--- src/rtl/alu_retire_stage_if.sv ---
// rtl/alu_retire_stage_if.sv - handshake and bus bundle for the ALU retire stage
interface alu_retire_stage_if;
  logic        flush;
  logic        in_valid;
  logic        in_ready;
  logic [3:0]  in_cond;
  logic [3:0]  in_opcode;
  logic        in_s;
  logic [3:0]  in_rd;
  logic [31:0] in_res;
  logic [3:0]  in_nzvc;
  logic        in_shift_c;
  logic        out_valid;
  logic        out_ready;
  logic        out_wen;
  logic [3:0]  out_rd;
  logic [31:0] out_data;
  logic        out_pc_write;
  logic [3:0]  flags;

  // Environment side: feeds executed instructions, consumes retire slot
  modport master (
    output flush, in_valid, in_cond, in_opcode, in_s, in_rd, in_res, in_nzvc, in_shift_c,
    output out_ready,
    input  in_ready, out_valid, out_wen, out_rd, out_data, out_pc_write, flags
  );

  // Stage side
  modport slave (
    input  flush, in_valid, in_cond, in_opcode, in_s, in_rd, in_res, in_nzvc, in_shift_c,
    input  out_ready,
    output in_ready, out_valid, out_wen, out_rd, out_data, out_pc_write, flags
  );
endinterface

--- src/rtl/alu_retire_stage.sv ---
// rtl/alu_retire_stage.sv - ALU result retire register with ARM condition check and NZVC commit
module alu_retire_stage (
  input  logic               clk,
  input  logic               reset,
  alu_retire_stage_if.slave  bus
);
  logic [3:0]  flags_q;
  logic        out_valid_q;
  logic        out_wen_q;
  logic [3:0]  out_rd_q;
  logic [31:0] out_data_q;
  logic        out_pc_write_q;

  logic cp;
  logic is_test;
  logic is_arith;
  logic accept;
  logic wen_next;
  logic flag_upd;

  logic n_f, z_f, v_f, c_f;
  assign n_f = flags_q[3];
  assign z_f = flags_q[2];
  assign v_f = flags_q[1];
  assign c_f = flags_q[0];

  // Ready depends only on slot occupancy and reset, never on in_valid
  assign bus.in_ready = !reset && (!out_valid_q || bus.out_ready);
  assign accept       = bus.in_valid && bus.in_ready && !bus.flush;

  // TST/TEQ/CMP/CMN live in 10xx; arithmetic is SUB..RSC plus CMP/CMN
  assign is_test  = (bus.in_opcode[3:2] == 2'b10);
  assign is_arith = (!bus.in_opcode[3] && (bus.in_opcode[2:1] != 2'b00)) ||
                    (bus.in_opcode[3:1] == 3'b101);

  // Condition evaluated against architectural flags, which already reflect the predecessor
  always_comb begin
    cp = 1'b0;
    case (bus.in_cond)
      4'b0000: cp = z_f;
      4'b0001: cp = !z_f;
      4'b0010: cp = c_f;
      4'b0011: cp = !c_f;
      4'b0100: cp = n_f;
      4'b0101: cp = !n_f;
      4'b0110: cp = v_f;
      4'b0111: cp = !v_f;
      4'b1000: cp = c_f && !z_f;
      4'b1001: cp = !c_f || z_f;
      4'b1010: cp = (n_f == v_f);
      4'b1011: cp = (n_f != v_f);
      4'b1100: cp = !z_f && (n_f == v_f);
      4'b1101: cp = z_f || (n_f != v_f);
      4'b1110: cp = 1'b1;
      default: cp = 1'b0;
    endcase
  end

  assign wen_next = cp && !is_test;
  assign flag_upd = accept && cp && (bus.in_s || is_test);

  // Architectural NZVC: logical ops take C from the shifter and keep V
  always_ff @(posedge clk) begin
    if (reset) begin
      flags_q <= 4'b0000;
    end else if (flag_upd) begin
      if (is_arith) flags_q <= bus.in_nzvc;
      else          flags_q <= {bus.in_nzvc[3:2], flags_q[1], bus.in_shift_c};
    end
  end

  // Retire slot: failed-condition instructions still occupy it with wen low
  always_ff @(posedge clk) begin
    if (reset) begin
      out_valid_q    <= 1'b0;
      out_wen_q      <= 1'b0;
      out_rd_q       <= 4'd0;
      out_data_q     <= 32'd0;
      out_pc_write_q <= 1'b0;
    end else if (bus.flush) begin
      out_valid_q    <= 1'b0;
      out_wen_q      <= 1'b0;
      out_pc_write_q <= 1'b0;
    end else if (accept) begin
      out_valid_q    <= 1'b1;
      out_wen_q      <= wen_next;
      out_rd_q       <= bus.in_rd;
      out_data_q     <= bus.in_res;
      out_pc_write_q <= wen_next && (bus.in_rd == 4'd15);
    end else if (out_valid_q && bus.out_ready) begin
      out_valid_q    <= 1'b0;
    end
  end

  assign bus.out_valid    = out_valid_q;
  assign bus.out_wen      = out_wen_q;
  assign bus.out_rd       = out_rd_q;
  assign bus.out_data     = out_data_q;
  assign bus.out_pc_write = out_pc_write_q;
  assign bus.flags        = flags_q;
endmodule

--- src/flat_wrapper.sv ---
// flat-port wrapper written by rule: the top's interface ports become plain ports
module alu_retire_stage_flat 
  (clk, reset, bus_flush, bus_in_valid, bus_in_cond, bus_in_opcode, bus_in_s, bus_in_rd, bus_in_res, bus_in_nzvc, bus_in_shift_c, bus_out_ready, bus_in_ready, bus_out_valid, bus_out_wen, bus_out_rd, bus_out_data, bus_out_pc_write, bus_flags);
  alu_retire_stage_if bus_i ();
  input  logic clk;
  input  logic reset;
  input wire logic [$bits(bus_i.flush)-1:0] bus_flush;
  input wire logic [$bits(bus_i.in_valid)-1:0] bus_in_valid;
  input wire logic [$bits(bus_i.in_cond)-1:0] bus_in_cond;
  input wire logic [$bits(bus_i.in_opcode)-1:0] bus_in_opcode;
  input wire logic [$bits(bus_i.in_s)-1:0] bus_in_s;
  input wire logic [$bits(bus_i.in_rd)-1:0] bus_in_rd;
  input wire logic [$bits(bus_i.in_res)-1:0] bus_in_res;
  input wire logic [$bits(bus_i.in_nzvc)-1:0] bus_in_nzvc;
  input wire logic [$bits(bus_i.in_shift_c)-1:0] bus_in_shift_c;
  input wire logic [$bits(bus_i.out_ready)-1:0] bus_out_ready;
  output wire logic [$bits(bus_i.in_ready)-1:0] bus_in_ready;
  output wire logic [$bits(bus_i.out_valid)-1:0] bus_out_valid;
  output wire logic [$bits(bus_i.out_wen)-1:0] bus_out_wen;
  output wire logic [$bits(bus_i.out_rd)-1:0] bus_out_rd;
  output wire logic [$bits(bus_i.out_data)-1:0] bus_out_data;
  output wire logic [$bits(bus_i.out_pc_write)-1:0] bus_out_pc_write;
  output wire logic [$bits(bus_i.flags)-1:0] bus_flags;
  assign bus_i.flush = bus_flush;
  assign bus_i.in_valid = bus_in_valid;
  assign bus_i.in_cond = bus_in_cond;
  assign bus_i.in_opcode = bus_in_opcode;
  assign bus_i.in_s = bus_in_s;
  assign bus_i.in_rd = bus_in_rd;
  assign bus_i.in_res = bus_in_res;
  assign bus_i.in_nzvc = bus_in_nzvc;
  assign bus_i.in_shift_c = bus_in_shift_c;
  assign bus_i.out_ready = bus_out_ready;
  assign bus_in_ready = bus_i.in_ready;
  assign bus_out_valid = bus_i.out_valid;
  assign bus_out_wen = bus_i.out_wen;
  assign bus_out_rd = bus_i.out_rd;
  assign bus_out_data = bus_i.out_data;
  assign bus_out_pc_write = bus_i.out_pc_write;
  assign bus_flags = bus_i.flags;
  alu_retire_stage u_core (.clk(clk), .reset(reset), .bus(bus_i));
endmodule
--- config.mk ---
export PLATFORM = sky130hd
export DESIGN_NAME = alu_retire_stage_flat
export DESIGN_NICKNAME = d
export VERILOG_FILES = /design/src/rtl/alu_retire_stage_if.sv /design/src/rtl/alu_retire_stage.sv /design/src/flat_wrapper.sv
export SDC_FILE = /design/constraint.sdc
export NUM_CORES = 1
export LEC_CHECK = 0
export ABC_AREA = 1
export CAP_MARGIN = 20
export CORE_ASPECT_RATIO = 1.2
export CORE_UTILIZATION = 42
export CTS_CLUSTER_DIAMETER = 200
export DETAILED_ROUTE_END_ITERATION = 8
export PLACE_DENSITY_LB_ADDON = 0.08
export REMOVE_ABC_BUFFERS = 1
export SYNTH_ARGS = -nofsm -noshare
export SYNTH_HDL_FRONTEND = slang
export SYNTH_SLANG_ARGS = --single-unit
--- constraint.sdc ---
create_clock -name clk -period 3.9 [get_ports clk]
set_clock_uncertainty 0.2 [all_clocks]
set_input_delay 1.17 -clock clk [delete_from_list [all_inputs] [get_ports clk]]
set_output_delay 1.17 -clock clk [all_outputs]
set_load 0.01 [all_outputs]
==> flow_summary.toml, run 1 <==
[drt]
routed_wl_microns = 5030
postRouteAntennaNets = 0
dr.pass1.iters = 4
drc = 0
viasPerCell = 4.72
drtIter0Drc = 130
vias = 1972
wl_per_cell_microns = 12.0

[setup_path]
cp.arrival_ps = 2420
worstPathCellList = "clkdlybuf4s50_1, nor2_1, nor2_1, clkdlybuf4s50_1"
worstSetupPathType = "in2out"
ff2ff_path_depth = 10
end_kind = "output port"
reg2reg_to = "u_core.bus.flags[3]"
worst-path-buf-inv = 2
worst-path-max-fanout = 3
worst_ep_required_time_ps = 2530
r2r_start = "u_core.bus.out_valid"
critPathTopFamily = "buffers and inverters"
rrSetupSlack_ps = 2140
slowest_delay_ps = 480
slowest_stage = "clkdlybuf4s50_1"
critPathLaunchType = "input pin"

[cts]
cts_num_sinks = 43
cts_buffers = 5
clk_transition_reported_paths_ps = 80
clk_latency_ps = 290
cts_tree = "built"
h-tree-depth = 2
root_buffer = "clkbuf_8"
cts_hold_buffers = 0
post-cts-setup-buffers = 0
postCtsResizedCells = 0
clock_path_buffers = 2

[synthesis]
syn-cell-area_sq_um = 1840
async_reset_ff_frac = 0
yosys-top-cells-count = "90 x nor2_1, 43 x dfxtp_1, 36 x nand2_1"
syn_inst = 269
yosys_warnings = 0
synth-edff-count = 0
synth_flop_cell = "dfxtp_1"
synth_seq_cells = 43
yosysMostFrequentCell = "nor2_1"
avgSynthCellArea_sq_um = 6.83
yosys-top-cells-area = "dfxtp_1 47%, nor2_1 18%, o21ai_1 8.2%"
yosysSeqAreaShare = 0.469
ys_types = 20
synth_top_cell_by_area = "dfxtp_1"
synth.top_cell.area_share = 0.469

[global_routing]
grt_pass1_vias = 1904
grtUsageTotal = 0.221
grt_pass1_wl_microns = 8040
antenna_found_initial = 0
grt_overflow = 0
grt_max_degree = 39

[power_and_ir_drop]
p_clk_frac = 0.285
p_switching_uw = 231
ir_worst_vdd_mv = 0.262
seqPwrFrac = 0.514
combPwrFrac = 0.201
leakagePower_uw = 0.00127
power_density_nw_per_um2 = 314
p_int_uw = 685
netSwitchingFraction = 0.252

[hold_path]
min_path_type = "reg2reg"
min_from = "u_core.bus.out_wen"
hold_end = "u_core.bus.out_wen"
hold_depth = 2

[place]
place_area_sq_um = 2840
port_buffers = 97
gp_congestion = 0.858
dp_hpwl_microns = 3520

[timing]
fmax_mhz = 264
slew_headroom = 0.402
tightest_slew_ps = 896
period_share = 0.971
finalMaxSlewViolations = 0
finalSetupViolations = 0
rsz0062_at_grt = "no"
min_period_ps = 3790
fin_setup_tns_ps = 0
hold_violations = 0

[layout]
fin_nets = 418
syn2layout_area_growth_pct = 58.7
fin_area_sq_um = 2910
seqCellArea_sq_um = 861
drive_above_1_share = 0.0580
fillers = 390
antennaDiodeCount = 0
multiInputGateArea_sq_um = 825

[floorplan]
core_sq_um = 4230
rows = 26
dieArea_sq_um = 4640
die-width_microns = 62.4
initial_core_util = 0.434
io_pins = 99
die_h_microns = 74.4

[outcome]
outcome = "finished clean"

[flow_run]
cap_violations = 0
[worst register-to-register path, cell delays in order, from the launching register on]
cell and delay, ps:
dfxtp_1 320, inv_1 50, nor2_1 80, nor3_4 200
buf_4 400, nand2_2 130, inv_4 100, nand2_4 60
nand2_1 60, inv_1 40, nor2_1 80
[power by group through the flow]
stage | logic, uW | clock network, uW | registers [uW]
2_1_floorplan | 58.1 | 0 | 490
4_1_cts | 186 | 268 | 471
3_5_place_dp | 184 | 0 | 481
6_report | 184 | 261 | 471
5_1_grt | 202 | 285 | 474
3_3_place_gp | 182 | 0 | 480
[per-stage QoR]
stage / hold WS, ps / cells / utilization / total power [uW] / setup WS [ps]
2_1_floorplan: 289 / 256 / - / 549 / 848
3_3_place_gp: 251 / 412 / 0.672 / 662 / 132
3_5_place_dp: 258 / 412 / 0.672 / 665 / 104
4_1_cts: 270 / 418 / 0.689 / 925 / 97.1
5_1_grt: 288 / 418 / 0.689 / 960 / 37.0
6_report: 268 / 418 / 0.689 / 916 / 114
[cells by family (layout without fill, tap and decap cells)]
| kind of cell | count (synthesis) | after routing | share of synthesized area |
|---|---|---|---|
| AOI/OAI and AO/OA | 40 | 40 | 0.111 |
| buffers and inverters | 37 | 130 | 0.0824 |
| DFF | 43 | 43 | 0.469 |
| muxes | 1 | 1 | 0.00613 |
| and+or+nand+nor | 148 | 148 | 0.332 |
[cell type report]
class	instances	area share
tap	56	0.0240
inverter	24	0.0318
timing repair buffer	100	0.341
clock buffer	6	0.0249
sequential	43	0.295
multi-input combinational	189	0.283
[worst max-delay path by stage]
| stage | end | from | cells past startpoint |
|---|---|---|---|
| 3_5_place_dp | bus_in_ready | bus_out_ready | 4 |
| 5_1_grt | bus_in_ready | bus_out_ready | 4 |
| 4_1_cts | bus_in_ready | bus_out_ready | 4 |
| 2_1_floorplan | u_core.bus.out_data[0] | bus_flush | 6 |
| 3_3_place_gp | bus_in_ready | bus_out_ready | 4 |
| 6_report | bus_in_ready | bus_out_ready | 4 |
[cell usage in the layout, fill, tap and decap left out, drive strengths merged]
master,instances
clkbuf,6
nor2,90
clkdlybuf4s50,97
nand3,17
a21oi,3
mux2,1
o21ai,37
clkinv,1
dfxtp,43
buf,3
nand2,39
nor3,1
inv,23
nand4,1
[registers in the layout, summed over array words and instances (netlist names)]
signal	cells
u_core.bus.flags	4
u_core.bus.out_data	32
u_core.bus.out_pc_write	1
u_core.bus.out_rd	4
u_core.bus.out_valid	1
u_core.bus.out_wen	1
[routing by layer]
| layer | vias to the layer above | GRT usage | part of all wire |
|---|---|---|---|
| met1 | 892 | 0.222 | 0.43 |
| met3 | 6 | 0.0706 | 0.062 |
| met2 | 50 | 0.424 | 0.50 |
| li1 | 1024 | - | - |
| met5 | - | 0 | 0 |
| met4 | 0 | 0.0956 | 0.015 |
Note: power is estimated with default switching activity, not from simulation.
==> inputs of run 2 (changes only) <==
- CORE_UTILIZATION: 42 -> 43
- CTS_BUF_LIST: default -> sky130_fd_sc_hd__clkbuf_2
==> flow_summary.toml, run 2 (synthesized netlist as in run 1, its figures left out) <==
[layout]
fin_nets = 417
drive_above_1_share = 0.0634
largest_reg_flops = 32
antennaDiodeCount = 0
multiInputGateArea_sq_um = 825
fillers = 364
final_common_cell = "clkdlybuf4s50_1"
post-route-util = 0.718
syn2layout_area_growth_pct = 56.5
seqCellArea_sq_um = 861
layout.cells.most_common_list = "97 x clkdlybuf4s50_1, 90 x nor2_1, 43 x dfxtp_1"

[global_routing]
antenna_found_initial = 0
grt_pass1_vias = 1943
grtUsageTotal = 0.237
grt_max_degree = 41
grt_pass1_wl_microns = 8070
grt_overflow = 0

[drt]
drc = 0
dr.pass1.iters = 4
viasPerCell = 4.67
routed_wl_microns = 4980
postRouteAntennaNets = 0
drtIter0Drc = 102
wl_per_cell_microns = 11.9
vias = 1946

[timing]
hold_violations = 0
rsz0062_at_grt = "no"
min_period_ps = 3770
slew_headroom = 0.571
fin_setup_tns_ps = 0
fmax_mhz = 265
finalMaxSlewViolations = 0
finalSetupViolations = 0
tightest_slew_ps = 643
period_share = 0.967

[floorplan]
initial_core_util = 0.459
dieArea_sq_um = 4540
die_h_microns = 73.6
rows = 25
io_pins = 99
core_sq_um = 4000
die-width_microns = 61.7

[power_and_ir_drop]
p_clk_frac = 0.225
p_switching_uw = 233
power_density_nw_per_um2 = 294
p_int_uw = 612
leakagePower_uw = 0.00126
netSwitchingFraction = 0.276
seqPwrFrac = 0.559
power_uw = 845
combPwrFrac = 0.217
ir_worst_vdd_mv = 0.225

[cts]
post-cts-setup-buffers = 0
postCtsResizedCells = 0
h-tree-depth = 2
cts_tree = "built"
clock_path_buffers = 2
cts_hold_buffers = 0
clk_latency_ps = 390
cts_num_sinks = 43
cts_buffers = 5
root_buffer = "clkbuf_2"
clk_transition_reported_paths_ps = 200

[hold_path]
hold_depth = 2
hold_end = "u_core.bus.out_wen"
min_path_type = "reg2reg"
min_from = "u_core.bus.out_wen"

[setup_path]
critPathTopFamily = "buffers and inverters"
rrSetupSlack_ps = 2020
worst-path-buf-inv = 2
worstSetupStartpoint = "bus_out_ready"
worst-path-max-fanout = 3
ff2ff_path_depth = 6
reg2reg_to = "u_core.bus.out_data[28]"
worstPathCellList = "clkdlybuf4s50_1, nor2_1, nor2_1, clkdlybuf4s50_1"
cp.arrival_ps = 2400
end_kind = "output port"
r2r_start = "u_core.bus.out_valid"
slowest_stage = "clkdlybuf4s50_1"
worst_ep_required_time_ps = 2530
worstSetupPathType = "in2out"
critPathLaunchType = "input pin"
slowest_delay_ps = 480

[place]
dp_hpwl_microns = 3580
port_buffers = 97
gp_congestion = 0.777

[outcome]
outcome = "finished clean"

[flow_run]
cap_violations = 0
## run 2: area by class of cell
class / instances / share of cell area
repair buffers: 99 / 0.343
flip-flops and latches: 43 / 0.300
multi-input cells: 189 / 0.287
inverters: 24 / 0.0322
well taps: 54 / 0.0235
clock buffers: 6 / 0.0104
clock inverters: 2 / 0.00435
## run 2: worst max-delay path by stage
stage	endpoint	cells past startpoint	slack, ps
after CTS	bus_in_ready	4	110
after global placement	bus_in_ready	4	140
final	bus_in_ready	4	130
after floorplan	u_core.bus.out_data[0]	6	850
after detailed placement	bus_in_ready	4	120
after global routing	bus_in_ready	4	70
## run 2: layer usage
layer / up-vias / global-route usage / routed length [microns]
li1: 1025 / - / -
met1: 857 / 0.254 / 2120
met2: 54 / 0.415 / 2440
met3: 10 / 0.0827 / 300
met4: 0 / 0.0963 / 114
met5: - / 0 / 0
## run 2: per-stage QoR
| stage | setup WS [ps] | cells | area, sq um | hold WS [ps] |
|---|---|---|---|---|
| after floorplan | 848 | 256 | 1780 | 289 |
| after global placement | 136 | 409 | 2830 | 252 |
| after detailed placement | 123 | 409 | 2830 | 265 |
| after CTS | 114 | 417 | 2870 | 286 |
| after global routing | 66.8 | 417 | 2870 | 323 |
| final | 130 | 417 | 2870 | 290 |
## run 2: worst min-delay path: cells and delay by family, from the launching register on
kind / cells / cell delay [ps]
AO/OA/AOI/OAI: 1 / 60
AND/OR/NAND/NOR: 1 / 60
flip-flops: 1 / 360
## run 2: power groups by stage
stage	logic, uW	registers, uW	clock network [uW]
3_5_place_dp	184	481	0
2_1_floorplan	58.1	490	0
4_1_cts	185	472	195
5_1_grt	200	475	214
3_3_place_gp	181	480	0
6_report	183	472	190
==> inputs of run 3 (changes only) <==
- CORE_UTILIZATION: 43 -> 40
- CTS_CLUSTER_DIAMETER: 200 -> default
- clock period: 3.9 -> 4.2 ns (I/O delays scaled with it)
==> flow_summary.toml, run 3 (synthesized netlist as in run 1, its figures left out) <==
[outcome]
outcome = "finished clean"

[timing]
tightest_slew_ps = 786
min_period_ps = 3970
finalSetupViolations = 0
slew_headroom = 0.475
whs_ps = 281
fin_setup_tns_ps = 0
period_share = 0.945
fmax_mhz = 252
rsz0062_at_grt = "no"
finalMaxSlewViolations = 0
hold_violations = 0

[cts]
cts_hold_buffers = 0
cts_buffers = 5
postCtsResizedCells = 0
h-tree-depth = 2
clk_latency_ps = 390
cts_tree = "built"
root_buffer = "clkbuf_2"
clk_transition_reported_paths_ps = 210
clock_path_buffers = 2
cts_num_sinks = 43
post-cts-setup-buffers = 0

[power_and_ir_drop]
power_density_nw_per_um2 = 269
leakagePower_uw = 0.00127
ir_worst_vdd_mv = 0.213

[layout]
post-route-util = 0.666
drive_above_1_share = 0.0659
final_common_cell = "clkdlybuf4s50_1"
fin_nets = 418
largest_reg_flops = 32
seqCellArea_sq_um = 861
final_cells = 420
syn2layout_area_growth_pct = 56.9
antennaDiodeCount = 0
multiInputGateArea_sq_um = 825
fin_area_sq_um = 2880
fillers = 400
layout.cells.most_common_list = "97 x clkdlybuf4s50_1, 90 x nor2_1, 43 x dfxtp_1"

[floorplan]
dieArea_sq_um = 4870
rows = 26
die-width_microns = 63.9
die_h_microns = 76.2
core_sq_um = 4330
io_pins = 99
initial_core_util = 0.425

[place]
port_buffers = 97
gp_congestion = 0.843
place_area_sq_um = 2840
dp_cells = 412
dp_hpwl_microns = 3460

[global_routing]
grtUsageTotal = 0.204
grt_pass1_vias = 1871
antenna_found_initial = 0
grt_max_degree = 39
grt_overflow = 0
grt_pass1_wl_microns = 7930

[setup_path]
worstSetupStartpoint = "bus_out_ready"
cp.arrival_ps = 2510
worst_ep_required_time_ps = 2740
reg2reg_to = "u_core.bus.out_data[2]"
crit_end = "bus_in_ready"
critPathLaunchType = "input pin"
worst-path-max-fanout = 3
end_kind = "output port"
rrSetupSlack_ps = 2180
ff2ff_path_depth = 6
worstSetupPathType = "in2out"
r2r_start = "u_core.bus.out_valid"

[drt]
drtIter0Drc = 64
dr.pass1.iters = 4
drc = 0
viasPerCell = 4.58
vias = 1923
wl_per_cell_microns = 11.2
routed_wl_microns = 4710
postRouteAntennaNets = 0

[hold_path]
min_path_type = "reg2reg"
min_from = "u_core.bus.out_wen"

[flow_run]
cap_violations = 0
run 3: changes by cell type in the layout (fill, tap and decap cells not counted):
cell,previous run,this run
buf_4,2,3
clkinvlp_4,1,0
clkbuf_2,6,7
run 3: worst min path at each step:
stage / depth (start not counted) / to
6_report: 2 / u_core.bus.out_wen
5_1_grt: 2 / u_core.bus.out_wen
4_1_cts: 2 / u_core.bus.out_pc_write
3_5_place_dp: 2 / u_core.bus.out_pc_write
3_3_place_gp: 2 / u_core.bus.out_wen
2_1_floorplan: 2 / u_core.bus.out_pc_write
run 3: area by class of cell:
| class | count | share of cell area |
|---|---|---|
| multi-input cells | 189 | 0.286 |
| flip-flops and latches | 43 | 0.299 |
| clock buffers | 7 | 0.0122 |
| well taps | 56 | 0.0243 |
| repair buffers | 100 | 0.345 |
| inverters | 24 | 0.0321 |
| clock inverters | 1 | 0.00174 |
run 3: through the flow:
stage                     power [uW]  setup WS (ps)
final                            777            233
after global routing             820            137
after CTS                        788            218
after detailed placement         617            219
after global placement           615            239
after floorplan                  509           1060
run 3: report_power, final:
group          total, uW  switching [uW]  internal, uW
clock                169             123          45.5
sequential           438            10.2           428
combinational        170            71.4          98.1
run 3: routing by layer:
layer	share of wire	GRT usage	routed length (microns)	vias up
met4	0.013	0.0682	61	0
met1	0.41	0.213	1940	836
met3	0.080	0.0734	375	7
met5	0	0	0	-
met2	0.50	0.371	2340	53
li1	-	-	-	1027
run 3: worst max-delay path: stages:
cell,delay (ps)
clkdlybuf4s50_1,400
nor2_1,290
nor2_1,70
clkdlybuf4s50_1,490
